--- src/rtl/riscv_ctrl_pkg.sv ---
// Shared definitions for the multicycle RV32I-subset controller: state codes,
// opcodes, ALU operation classes and ALU control codes.
package riscv_ctrl_pkg;

  typedef enum logic [3:0] {
    S_FETCH    = 4'd0,
    S_DECODE   = 4'd1,
    S_MEMADR   = 4'd2,
    S_MEMREAD  = 4'd3,
    S_MEMWB    = 4'd4,
    S_MEMWRITE = 4'd5,
    S_EXECUTER = 4'd6,
    S_EXECUTEI = 4'd7,
    S_ALUWB    = 4'd8,
    S_BEQ      = 4'd9,
    S_JAL      = 4'd10,
    S_TRAP     = 4'd15
  } state_t;

  localparam logic [6:0] OP_LW  = 7'b0000011;
  localparam logic [6:0] OP_SW  = 7'b0100011;
  localparam logic [6:0] OP_R   = 7'b0110011;
  localparam logic [6:0] OP_I   = 7'b0010011;
  localparam logic [6:0] OP_BEQ = 7'b1100011;
  localparam logic [6:0] OP_JAL = 7'b1101111;

  localparam logic [1:0] ALUOP_ADD   = 2'b00;
  localparam logic [1:0] ALUOP_SUB   = 2'b01;
  localparam logic [1:0] ALUOP_FUNCT = 2'b10;

  localparam logic [2:0] ALU_ADD = 3'b000;
  localparam logic [2:0] ALU_SUB = 3'b001;
  localparam logic [2:0] ALU_AND = 3'b010;
  localparam logic [2:0] ALU_OR  = 3'b011;
  localparam logic [2:0] ALU_SLT = 3'b101;

  localparam logic [1:0] IMM_I = 2'b00;
  localparam logic [1:0] IMM_S = 2'b01;
  localparam logic [1:0] IMM_B = 2'b10;
  localparam logic [1:0] IMM_J = 2'b11;

endpackage

--- src/rtl/multicycle_controller_if.sv ---
// Controller <-> datapath bundle: instruction fields and flags in, selects,
// strobes and status out. The controller side is the master.
interface multicycle_controller_if;
  logic [6:0] op;
  logic [2:0] funct3;
  logic       funct7b5;
  logic       zero;
  logic [1:0] imm_src;
  logic [1:0] alu_src_a;
  logic [1:0] alu_src_b;
  logic [1:0] result_src;
  logic       adr_src;
  logic [2:0] alu_control;
  logic       ir_write;
  logic       pc_write;
  logic       reg_write;
  logic       mem_write;
  logic       instr_done;
  logic       illegal;
  logic [3:0] state_o;

  modport master (
    input  op, funct3, funct7b5, zero,
    output imm_src, alu_src_a, alu_src_b, result_src, adr_src, alu_control,
           ir_write, pc_write, reg_write, mem_write, instr_done, illegal, state_o
  );

  modport slave (
    output op, funct3, funct7b5, zero,
    input  imm_src, alu_src_a, alu_src_b, result_src, adr_src, alu_control,
           ir_write, pc_write, reg_write, mem_write, instr_done, illegal, state_o
  );
endinterface

--- src/rtl/multicycle_controller_alu_decoder.sv ---
// Combinational ALU decoder: maps the FSM's ALU operation class plus the
// instruction function fields onto the 3-bit ALU control code.
module alu_decoder
  import riscv_ctrl_pkg::*;
(
  input  logic [1:0] alu_op,
  input  logic [2:0] funct3,
  input  logic       funct7b5,
  input  logic       op5,
  output logic [2:0] alu_control
);

  // ALU control selection by operation class and funct3
  always_comb begin
    alu_control = ALU_ADD;
    case (alu_op)
      ALUOP_ADD: alu_control = ALU_ADD;
      ALUOP_SUB: alu_control = ALU_SUB;
      ALUOP_FUNCT: begin
        case (funct3)
          // funct7b5 only selects sub for R-type; I-type addi keeps it as an immediate bit
          3'b000:  alu_control = (op5 & funct7b5) ? ALU_SUB : ALU_ADD;
          3'b010:  alu_control = ALU_SLT;
          3'b110:  alu_control = ALU_OR;
          3'b111:  alu_control = ALU_AND;
          default: alu_control = ALU_ADD;
        endcase
      end
      default: alu_control = ALU_ADD;
    endcase
  end

endmodule

--- src/rtl/multicycle_controller.sv ---
// Moore control FSM for the multicycle RV32I-subset core: state register,
// next-state logic, per-state output table and immediate-format decoder.
module multicycle_controller
  import riscv_ctrl_pkg::*;
#(
  parameter bit TRAP_ON_ILLEGAL = 1'b1
) (
  input logic                    clk,
  input logic                    reset,
  multicycle_controller_if.master ctrl
);

  state_t     state_r;
  state_t     state_next_s;
  state_t     cur_s;
  logic [1:0] alu_op_s;
  logic [1:0] alu_src_a_s;
  logic [1:0] alu_src_b_s;
  logic [1:0] result_src_s;
  logic [1:0] imm_src_s;
  logic [2:0] alu_control_s;
  logic       adr_src_s;
  logic       pc_update_s;
  logic       branch_s;
  logic       ir_write_s;
  logic       reg_write_s;
  logic       mem_write_s;
  logic       instr_done_s;
  logic       illegal_s;

  // State register
  always_ff @(posedge clk) begin
    if (reset) begin
      state_r <= S_FETCH;
    end else begin
      state_r <= state_next_s;
    end
  end

  // Next-state logic
  always_comb begin
    state_next_s = S_FETCH;
    case (state_r)
      S_FETCH: state_next_s = S_DECODE;
      S_DECODE: begin
        case (ctrl.op)
          OP_LW, OP_SW: state_next_s = S_MEMADR;
          OP_R:         state_next_s = S_EXECUTER;
          OP_I:         state_next_s = S_EXECUTEI;
          OP_BEQ:       state_next_s = S_BEQ;
          OP_JAL:       state_next_s = S_JAL;
          default:      state_next_s = TRAP_ON_ILLEGAL ? S_TRAP : S_FETCH;
        endcase
      end
      S_MEMADR: begin
        if (ctrl.op == OP_LW) begin
          state_next_s = S_MEMREAD;
        end else begin
          state_next_s = S_MEMWRITE;
        end
      end
      S_MEMREAD:  state_next_s = S_MEMWB;
      S_MEMWB:    state_next_s = S_FETCH;
      S_MEMWRITE: state_next_s = S_FETCH;
      S_EXECUTER: state_next_s = S_ALUWB;
      S_EXECUTEI: state_next_s = S_ALUWB;
      S_JAL:      state_next_s = S_ALUWB;
      S_ALUWB:    state_next_s = S_FETCH;
      S_BEQ:      state_next_s = S_FETCH;
      S_TRAP:     state_next_s = S_TRAP;
      default:    state_next_s = S_FETCH;
    endcase
  end

  // Per-state output table; reset presents FETCH selects with every strobe suppressed
  always_comb begin
    cur_s        = reset ? S_FETCH : state_r;
    alu_op_s     = ALUOP_ADD;
    alu_src_a_s  = 2'b00;
    alu_src_b_s  = 2'b00;
    result_src_s = 2'b00;
    adr_src_s    = 1'b0;
    pc_update_s  = 1'b0;
    branch_s     = 1'b0;
    ir_write_s   = 1'b0;
    reg_write_s  = 1'b0;
    mem_write_s  = 1'b0;
    instr_done_s = 1'b0;
    illegal_s    = 1'b0;
    case (cur_s)
      S_FETCH: begin
        ir_write_s   = 1'b1;
        alu_src_b_s  = 2'b10;
        result_src_s = 2'b10;
        pc_update_s  = 1'b1;
      end
      S_DECODE: begin
        alu_src_a_s = 2'b01;
        alu_src_b_s = 2'b01;
      end
      S_MEMADR: begin
        alu_src_a_s = 2'b10;
        alu_src_b_s = 2'b01;
      end
      S_MEMREAD: adr_src_s = 1'b1;
      S_MEMWB: begin
        result_src_s = 2'b01;
        reg_write_s  = 1'b1;
        instr_done_s = 1'b1;
      end
      S_MEMWRITE: begin
        adr_src_s    = 1'b1;
        mem_write_s  = 1'b1;
        instr_done_s = 1'b1;
      end
      S_EXECUTER: begin
        alu_src_a_s = 2'b10;
        alu_op_s    = ALUOP_FUNCT;
      end
      S_EXECUTEI: begin
        alu_src_a_s = 2'b10;
        alu_src_b_s = 2'b01;
        alu_op_s    = ALUOP_FUNCT;
      end
      S_ALUWB: begin
        reg_write_s  = 1'b1;
        instr_done_s = 1'b1;
      end
      S_BEQ: begin
        alu_src_a_s  = 2'b10;
        alu_op_s     = ALUOP_SUB;
        branch_s     = 1'b1;
        instr_done_s = 1'b1;
      end
      S_JAL: begin
        alu_src_a_s = 2'b01;
        alu_src_b_s = 2'b10;
        pc_update_s = 1'b1;
      end
      S_TRAP:  illegal_s = 1'b1;
      default: illegal_s = 1'b0;
    endcase
    if (reset) begin
      ir_write_s   = 1'b0;
      pc_update_s  = 1'b0;
      branch_s     = 1'b0;
      reg_write_s  = 1'b0;
      mem_write_s  = 1'b0;
      instr_done_s = 1'b0;
      illegal_s    = 1'b0;
    end else begin
      illegal_s = illegal_s;
    end
  end

  // Immediate format from opcode
  always_comb begin
    imm_src_s = IMM_I;
    case (ctrl.op)
      OP_LW, OP_I: imm_src_s = IMM_I;
      OP_SW:       imm_src_s = IMM_S;
      OP_BEQ:      imm_src_s = IMM_B;
      OP_JAL:      imm_src_s = IMM_J;
      default:     imm_src_s = IMM_I;
    endcase
  end

  alu_decoder u_alu_decoder (
    .alu_op      (alu_op_s),
    .funct3      (ctrl.funct3),
    .funct7b5    (ctrl.funct7b5),
    .op5         (ctrl.op[5]),
    .alu_control (alu_control_s)
  );

  assign ctrl.imm_src     = imm_src_s;
  assign ctrl.alu_src_a   = alu_src_a_s;
  assign ctrl.alu_src_b   = alu_src_b_s;
  assign ctrl.result_src  = result_src_s;
  assign ctrl.adr_src     = adr_src_s;
  assign ctrl.alu_control = alu_control_s;
  assign ctrl.ir_write    = ir_write_s;
  assign ctrl.pc_write    = pc_update_s | (branch_s & ctrl.zero);
  assign ctrl.reg_write   = reg_write_s;
  assign ctrl.mem_write   = mem_write_s;
  assign ctrl.instr_done  = instr_done_s;
  assign ctrl.illegal     = illegal_s;
  assign ctrl.state_o     = cur_s;

endmodule

--- src/flat_wrapper.sv ---
// flat-port wrapper written by rule: the top's interface ports become plain ports
module multicycle_controller_flat import riscv_ctrl_pkg::*;
#(
  parameter bit TRAP_ON_ILLEGAL = 1'b1
)
  (clk, reset, ctrl_op, ctrl_funct3, ctrl_funct7b5, ctrl_zero, ctrl_imm_src, ctrl_alu_src_a, ctrl_alu_src_b, ctrl_result_src, ctrl_adr_src, ctrl_alu_control, ctrl_ir_write, ctrl_pc_write, ctrl_reg_write, ctrl_mem_write, ctrl_instr_done, ctrl_illegal, ctrl_state_o);
  multicycle_controller_if ctrl_i ();
  input logic clk;
  input logic reset;
  input wire logic [$bits(ctrl_i.op)-1:0] ctrl_op;
  input wire logic [$bits(ctrl_i.funct3)-1:0] ctrl_funct3;
  input wire logic [$bits(ctrl_i.funct7b5)-1:0] ctrl_funct7b5;
  input wire logic [$bits(ctrl_i.zero)-1:0] ctrl_zero;
  output wire logic [$bits(ctrl_i.imm_src)-1:0] ctrl_imm_src;
  output wire logic [$bits(ctrl_i.alu_src_a)-1:0] ctrl_alu_src_a;
  output wire logic [$bits(ctrl_i.alu_src_b)-1:0] ctrl_alu_src_b;
  output wire logic [$bits(ctrl_i.result_src)-1:0] ctrl_result_src;
  output wire logic [$bits(ctrl_i.adr_src)-1:0] ctrl_adr_src;
  output wire logic [$bits(ctrl_i.alu_control)-1:0] ctrl_alu_control;
  output wire logic [$bits(ctrl_i.ir_write)-1:0] ctrl_ir_write;
  output wire logic [$bits(ctrl_i.pc_write)-1:0] ctrl_pc_write;
  output wire logic [$bits(ctrl_i.reg_write)-1:0] ctrl_reg_write;
  output wire logic [$bits(ctrl_i.mem_write)-1:0] ctrl_mem_write;
  output wire logic [$bits(ctrl_i.instr_done)-1:0] ctrl_instr_done;
  output wire logic [$bits(ctrl_i.illegal)-1:0] ctrl_illegal;
  output wire logic [$bits(ctrl_i.state_o)-1:0] ctrl_state_o;
  assign ctrl_i.op = ctrl_op;
  assign ctrl_i.funct3 = ctrl_funct3;
  assign ctrl_i.funct7b5 = ctrl_funct7b5;
  assign ctrl_i.zero = ctrl_zero;
  assign ctrl_imm_src = ctrl_i.imm_src;
  assign ctrl_alu_src_a = ctrl_i.alu_src_a;
  assign ctrl_alu_src_b = ctrl_i.alu_src_b;
  assign ctrl_result_src = ctrl_i.result_src;
  assign ctrl_adr_src = ctrl_i.adr_src;
  assign ctrl_alu_control = ctrl_i.alu_control;
  assign ctrl_ir_write = ctrl_i.ir_write;
  assign ctrl_pc_write = ctrl_i.pc_write;
  assign ctrl_reg_write = ctrl_i.reg_write;
  assign ctrl_mem_write = ctrl_i.mem_write;
  assign ctrl_instr_done = ctrl_i.instr_done;
  assign ctrl_illegal = ctrl_i.illegal;
  assign ctrl_state_o = ctrl_i.state_o;
  multicycle_controller #(.TRAP_ON_ILLEGAL(TRAP_ON_ILLEGAL)) u_core (.clk(clk), .reset(reset), .ctrl(ctrl_i));
endmodule
--- config.mk ---
export PLATFORM = sky130hd
export DESIGN_NAME = multicycle_controller_flat
export DESIGN_NICKNAME = d
export VERILOG_FILES = /design/src/rtl/riscv_ctrl_pkg.sv /design/src/rtl/multicycle_controller_if.sv /design/src/rtl/multicycle_controller_alu_decoder.sv /design/src/rtl/multicycle_controller.sv /design/src/flat_wrapper.sv
export SDC_FILE = /design/constraint.sdc
export NUM_CORES = 1
export LEC_CHECK = 0
export CORE_MARGIN = 2
export CORE_UTILIZATION = 35
export DETAILED_ROUTE_END_ITERATION = 8
export PLACE_DENSITY = 0.84
export REMOVE_ABC_BUFFERS = 1
export SLEW_MARGIN = 20
export SYNTH_ARGS = -nofsm -noshare
export SYNTH_HDL_FRONTEND = slang
export SYNTH_SLANG_ARGS = --single-unit
--- constraint.sdc ---
create_clock -name clk -period 2.1 [get_ports clk]
set_clock_uncertainty 0.2 [all_clocks]
set_input_delay 0.42 -clock clk [delete_from_list [all_inputs] [get_ports clk]]
set_output_delay 0.42 -clock clk [all_outputs]
set_load 0.02 [all_outputs]
Word level (Yosys, flattened, before mapping)
Index checks and enable logic that the tools add are counted.
{ "totals": {"regBits": 4, "latch_bits": 0, "ramBits": 0, "mem_bits_ro": 0, "in_bits": 14, "out_inout_bits": 22, "elab_cells": 73, "mem_count": 0} }
{ "op_classes": {"n_addsub": 0, "mul": 0, "div_mod_pow": 0, "order_cmp": 0, "n_eq_ne": 29, "shifts": 0, "n_mux": 27, "bitwise": 3, "reduce_logical": 13} }
{ "ops": {"columns": ["op", "n"], "rows": [
  ["$eq 4x3->1 const B", 6],
  ["$eq 4x4->1 const B", 6],
  ["$pmux 4 s6", 1],
  ["$pmux 4 s5", 1],
  ["$eq 4x2->1 const B", 4],
  ["$mux 1", 16],
  ["$pmux 2 s2", 4],
  ["$eq 7x6->1 const B", 2],
  ["$eq 7x7->1 const B", 2],
  ["$pmux 3 s4", 1],
  ["$reduce_or 2->1", 6],
  ["$eq 4x1->1 const B", 2],
  ["$logic_not 4->1", 2],
  ["$reduce_or 4->1", 2],
  ["$eq 7x2->1 const B", 1],
  ["$eq 7x5->1 const B", 1],
  ["$eq 3x3->1 const B", 2],
  ["$pmux 2 s3", 1],
  ["$pmux 3 s2", 1],
  ["$reduce_or 3->1", 2],
  ["$mux 4", 1],
  ["$eq 3x2->1 const B", 1],
  ["$logic_not 3->1", 1],
  ["$mux 3", 1],
  ["4 further kinds", 5]
]} }

Longest topological paths before layout
{ "depth": {"depth_word": 6, "ltp_mapped": 8, "ltp_nobuf": 7} }

Modules after synthesis
A second synthesis with hierarchy kept.
{ "unflattened": {"hier_cells": 101, "hier_area_um2": 747.0} }
{ "by_module_without_submodules": {"columns": ["mod", "n_inst", "cells_per_inst", "area_each_um2", "seq_area_each_um2"], "rows": [
  ["multicycle_controller", 1, 90, 650.6, 80.1],
  ["alu_decoder", 1, 11, 96.3, 0.0]
]} }

Least setup slack after synthesis
OpenSTA, ideal clock, no wires.
{ "synth_path": {"path_type": "input to output", "from": "input reset", "to": "output ctrl_alu_control[2]", "arrival_ps": 2118, "required_time_ps": 1480, "setup_slack_ps": -638, "cell_stages": 5, "n_path_buf": 0, "cell_sequence": "and2b_2 nor3b_1 inv_1 ha_1 nor4_1"} }
{ "synth_via": {"elab_chain_len": 6, "elab_cells_between_ends": 9, "cone_classes": "eq/ne (5); mux (3); reduce/logical (1)"} }
{ "synth_lines": {"columns": ["item", "line", "source"], "rows": [
  ["from (decl)", "flat_wrapper.sv:9", "input logic reset;"],
  ["$mux 4 (*)", "multicycle_controller.sv:77", "cur_s = reset ? S_FETCH : state_r;"],
  ["$eq 4x3->1", "multicycle_controller.sv:90", "case (cur_s)"],
  ["$reduce_or 2->1 (no source line)", null, null],
  ["$pmux 2 s2 (*)", "multicycle_controller.sv:90", null],
  ["$eq 2x2->1 / $eq 2x1->1 (equally long branches)", "multicycle_controller_alu_decoder.sv:16", "case (alu_op)"],
  ["$pmux 3 s2 (*)", "multicycle_controller_alu_decoder.sv:16", null],
  ["to (decl)", "flat_wrapper.sv:19", "output wire logic [$bits(ctrl_i.alu_control)-1:0] ctrl_alu_control;"]
]} }
Every way passes the cells marked *; elsewhere a longest branch is shown, timed or not.

Worst setup path in the final report
{ "layout_path": {"from": "register u_core.state_r[2]", "to": "output ctrl_alu_control[2]"} }
{ "layout_via": {"elab_chain_len": 6, "elab_cells_between_ends": 9, "cone_classes": "eq/ne (5); mux (3); reduce/logical (1)"} }
{ "layout_lines": {"columns": ["item", "line", "source"], "rows": [
  ["from (decl)", "multicycle_controller.sv:13", "state_t state_r;"],
  ["from (signal assigned)", "multicycle_controller.sv:36", "state_r <= state_next_s;"],
  ["$mux 4 (*)", "multicycle_controller.sv:77", null],
  ["$eq 4x3->1", "multicycle_controller.sv:90", null],
  ["$reduce_or 2->1 (no source line)", null, null],
  ["$pmux 2 s2 (*)", "multicycle_controller.sv:90", null],
  ["$eq 2x2->1 / $eq 2x1->1 (equally long branches)", "multicycle_controller_alu_decoder.sv:16", null],
  ["$pmux 3 s2 (*)", "multicycle_controller_alu_decoder.sv:16", null]
]} }
Marked as above.

==> summary.txt <==
Cells and area
  • Top Registers: u_core.state_r (4)
  • Max FFs per register: 4
  • Post-route cell area: 0.001481 mm2
  • # diodes: 0
  • Fill count: 96
  • Area growth syn-to-layout: 116.8%
  • Share of cells above drive strength 1: 0.5455
  • Final net count: 183
  • Largest Register: u_core.state_r

Global route
  • Initial antenna violation count: 0
  • GRT Total Usage: 0.2257
  • Largest net degree at the start of global routing: 18
  • Global route overflow: 0
  • Vias in the first global route: 919
  • Global-route wire length before repair: 3.726 mm

Clocking
  • CTS root buffer: clkbuf_4
  • Sink Count: 4
  • Longest Clk Path Bufs: 2
  • H-Tree Depth: 1
  • Clock slew at reported path FFs: 0.05 ns
  • Worst-Skew Late Latency: 0.25 ns
  • CTS tree: yes
  • Num CTS Buffers: 3
  • Hold-fix buffers, CTS: 0

Synth
  • Syn Area/Cell: 6.698 um2
  • Dominant synthesized flop cell: dfxtp_1
  • Asr flop ratio synth: 0
  • Synth top area cells: dfxtp_1 (12%), nand2_1 (6.0%), nor3_1 (5.9%)
  • Synthesized netlist cell count: 102
  • Most instantiated library cell after synthesis: nand2_1
  • Post-Syn Area: 683.2 um2
  • Synth top area share: 0.1172
  • Post-synth top area cell: dfxtp_1
  • Netlist cell types: 42
  • Post-synth top cells: nand2_1 (11), nor2_1 (8), nor3_1 (8)
  • Number of flops mapped to enable cells by yosys: 0
  • Post-synthesis register bit count: 4
  • Seq/Total Area, Yosys: 0.1172
  • Warning count from the yosys run: 0

Pwr
  • Combinational power share: 0.847
  • Power per cell area: 1148 mW/mm2
  • Peak supply drop: 972.6 uV
  • Internal power: 0.9037 mW
  • Sequential power share: 0.091
  • Post-layout power: 1.701 mW
  • Clk pwr share: 0.062
  • P_sw: 0.7969 mW
  • Leakage: 0.6869 nW
  • Switching part of the total: 0.4686

STA
  • Max Fclk: 431.4 MHz
  • Fin Hold WS: 0.2480 ns
  • Slew headroom: 0.7755
  • Fin worst setup slack: -0.2180 ns
  • Slew Viols, Final: 0
  • RSZ-0062 raised after global routing: true
  • Tmin final: 2.318 ns
  • Worst slew pin tran: 0.3342 ns
  • Period utilization: 1.104
  • Hold Vio Cnt, Final: 0
  • Final-report setup violation count: 4

Job
  • Max cap viols: 0

Die
  • CORE AREA: 0.001783 mm2
  • FP Rows: 15
  • Die Wd: 48.18 um
  • Die area: 0.002321 mm2
  • Ports: 36
  • Die H: 48.18 um
  • Starting Density: 0.3832

Placement
  • Port bufs: 35
  • Pre-CTS setup slack: -1.238 ns
  • Hpwl dp: 1.863 mm
  • Post-DP Area: 0.001229 mm2
  • Gpl congestion: 0.7909

Route
  • Initial DRC count: 31
  • Avg Vias per Cell: 5.384
  • Drt pass-1 iters: 4
  • # DRC: 0
  • DR vias: 1023
  • Per-cell routed wire length: 15.17 um
  • Post-DRT Antenna Nets: 0
  • Routed WL: 2.882 mm

Hold path
  • Worst hold path startpoint: reset
  • Hold path depth: 3
  • HP Class: primary input to flip-flop
  • Min-Delay Endpoint: u_core.state_r[3]

Setup path
  • Worst reg2reg path depth: 6
  • Worst EP required: 1.48 ns
  • Startpoint Class: flip-flop
  • FF-to-FF End: u_core.state_r[1]
  • Reg2reg setup slack: 0.45 ns
  • CP max FO: 3
  • Crit path arrival time: 1.70 ns
  • CP endpoint kind: primary output
  • Reg2reg start: u_core.state_r[3]
  • WS Path Type: flip-flop to primary output

Status
  • Violated checks: negative setup slack
  • Status: finished, violations left
-- placed cells by master (no fill, tap or decap), types with 2 or more instances in the layout --
cell type and n:
clkbuf_4 3, nor2b_4 2, dlymetal6s2s_1 5, or3_1 2
buf_8 2, and2_4 2, inv_1 3, nand2b_1 3
a21oi_1 3, dlygate4sd2_1 2, buf_6 7, ha_4 2
clkdlybuf4s15_1 2, nor4_4 2, dfxtp_2 3, mux2_2 2
buf_4 34, clkdlybuf4s50_1 7, nor2_1 5, nand3_1 5
inv_2 2, nand2_1 10, nor3_1 8, buf_2 8
nor2_2 3
-- critical path, cell delays in order, from the launching register on --
cell     delay, ns
dfxtp_2       0.32
and2b_1       0.17
nor2b_4       0.12
and2_4        0.16
ha_4          0.25
nor4_4        0.25
buf_4         0.18
-- how the worst max path moves through the flow --
stage,from,endpoint,slack (ns)
CTS,reset,ctrl_alu_control[2],-0.19
finish,u_core.state_r[2],ctrl_alu_control[2],-0.22
global placement,reset,ctrl_alu_control[2],-1.15
global route,u_core.state_r[2],ctrl_alu_control[2],-0.30
floorplan,u_core.state_r[3],ctrl_alu_control[2],-0.83
detailed placement,reset,ctrl_alu_control[2],-1.24
-- per-layer routing --
layer / GRT usage / wire length [um] / share of wire / up-vias
li1: - / - / - / 493
met1: 0.2089 / 1141 / 0.40 / 481
met2: 0.4868 / 1596 / 0.55 / 45
met3: 0.01852 / 106 / 0.037 / 4
met4: 0.08108 / 38 / 0.013 / 0
met5: 0 / 0 / 0 / -
-- through the flow --
step                        util  setup TNS [ns]  cells
after floorplan                -          -1.850     93
after CTS                 0.7186         -0.3149    185
after detailed placement  0.6891          -14.24    181
after global routing      0.8309         -0.7769    190
final                     0.8309         -0.4729    190
after global placement    0.6891          -13.16    181
-- power by group through the flow --
stage,sequential (mW),combinational [mW],clock (mW)
floorplan,0.231,0.535,0
global placement,0.133,1.10,0
detailed placement,0.135,1.14,0
CTS,0.142,1.17,0.0981
global route,0.158,1.52,0.104
finish,0.155,1.44,0.106
-- cells by family after synthesis --
group / count (synthesis) / share of synthesized area
AOI/OAI and AO/OA: 18 / 0.1942
xor gates and xnor gates: 4 / 0.05129
adders and majority gates: 2 / 0.03662
buffers and inverters: 15 / 0.1007
DFF: 4 / 0.1172
muxes: 2 / 0.03296
and+or+nand+nor: 57 / 0.4670
-- area by class of cell --
class	count	area, um2	share of cell area
tap	25	31.28	0.02111
timing repair buffer	69	619.3	0.4181
multi-input combinational	83	699.4	0.4721
sequential	4	83.83	0.05659
clock buffer	3	22.52	0.01520
inverter	6	25.02	0.01689
-- what timing repair did --
action                     CTS  global route
pin swaps                    9            12
cloned                       0             1
resized for setup          108            49
setup endpoints to repair   22            19
buffers inserted             1             6
(Power assumes the default switching activity.)
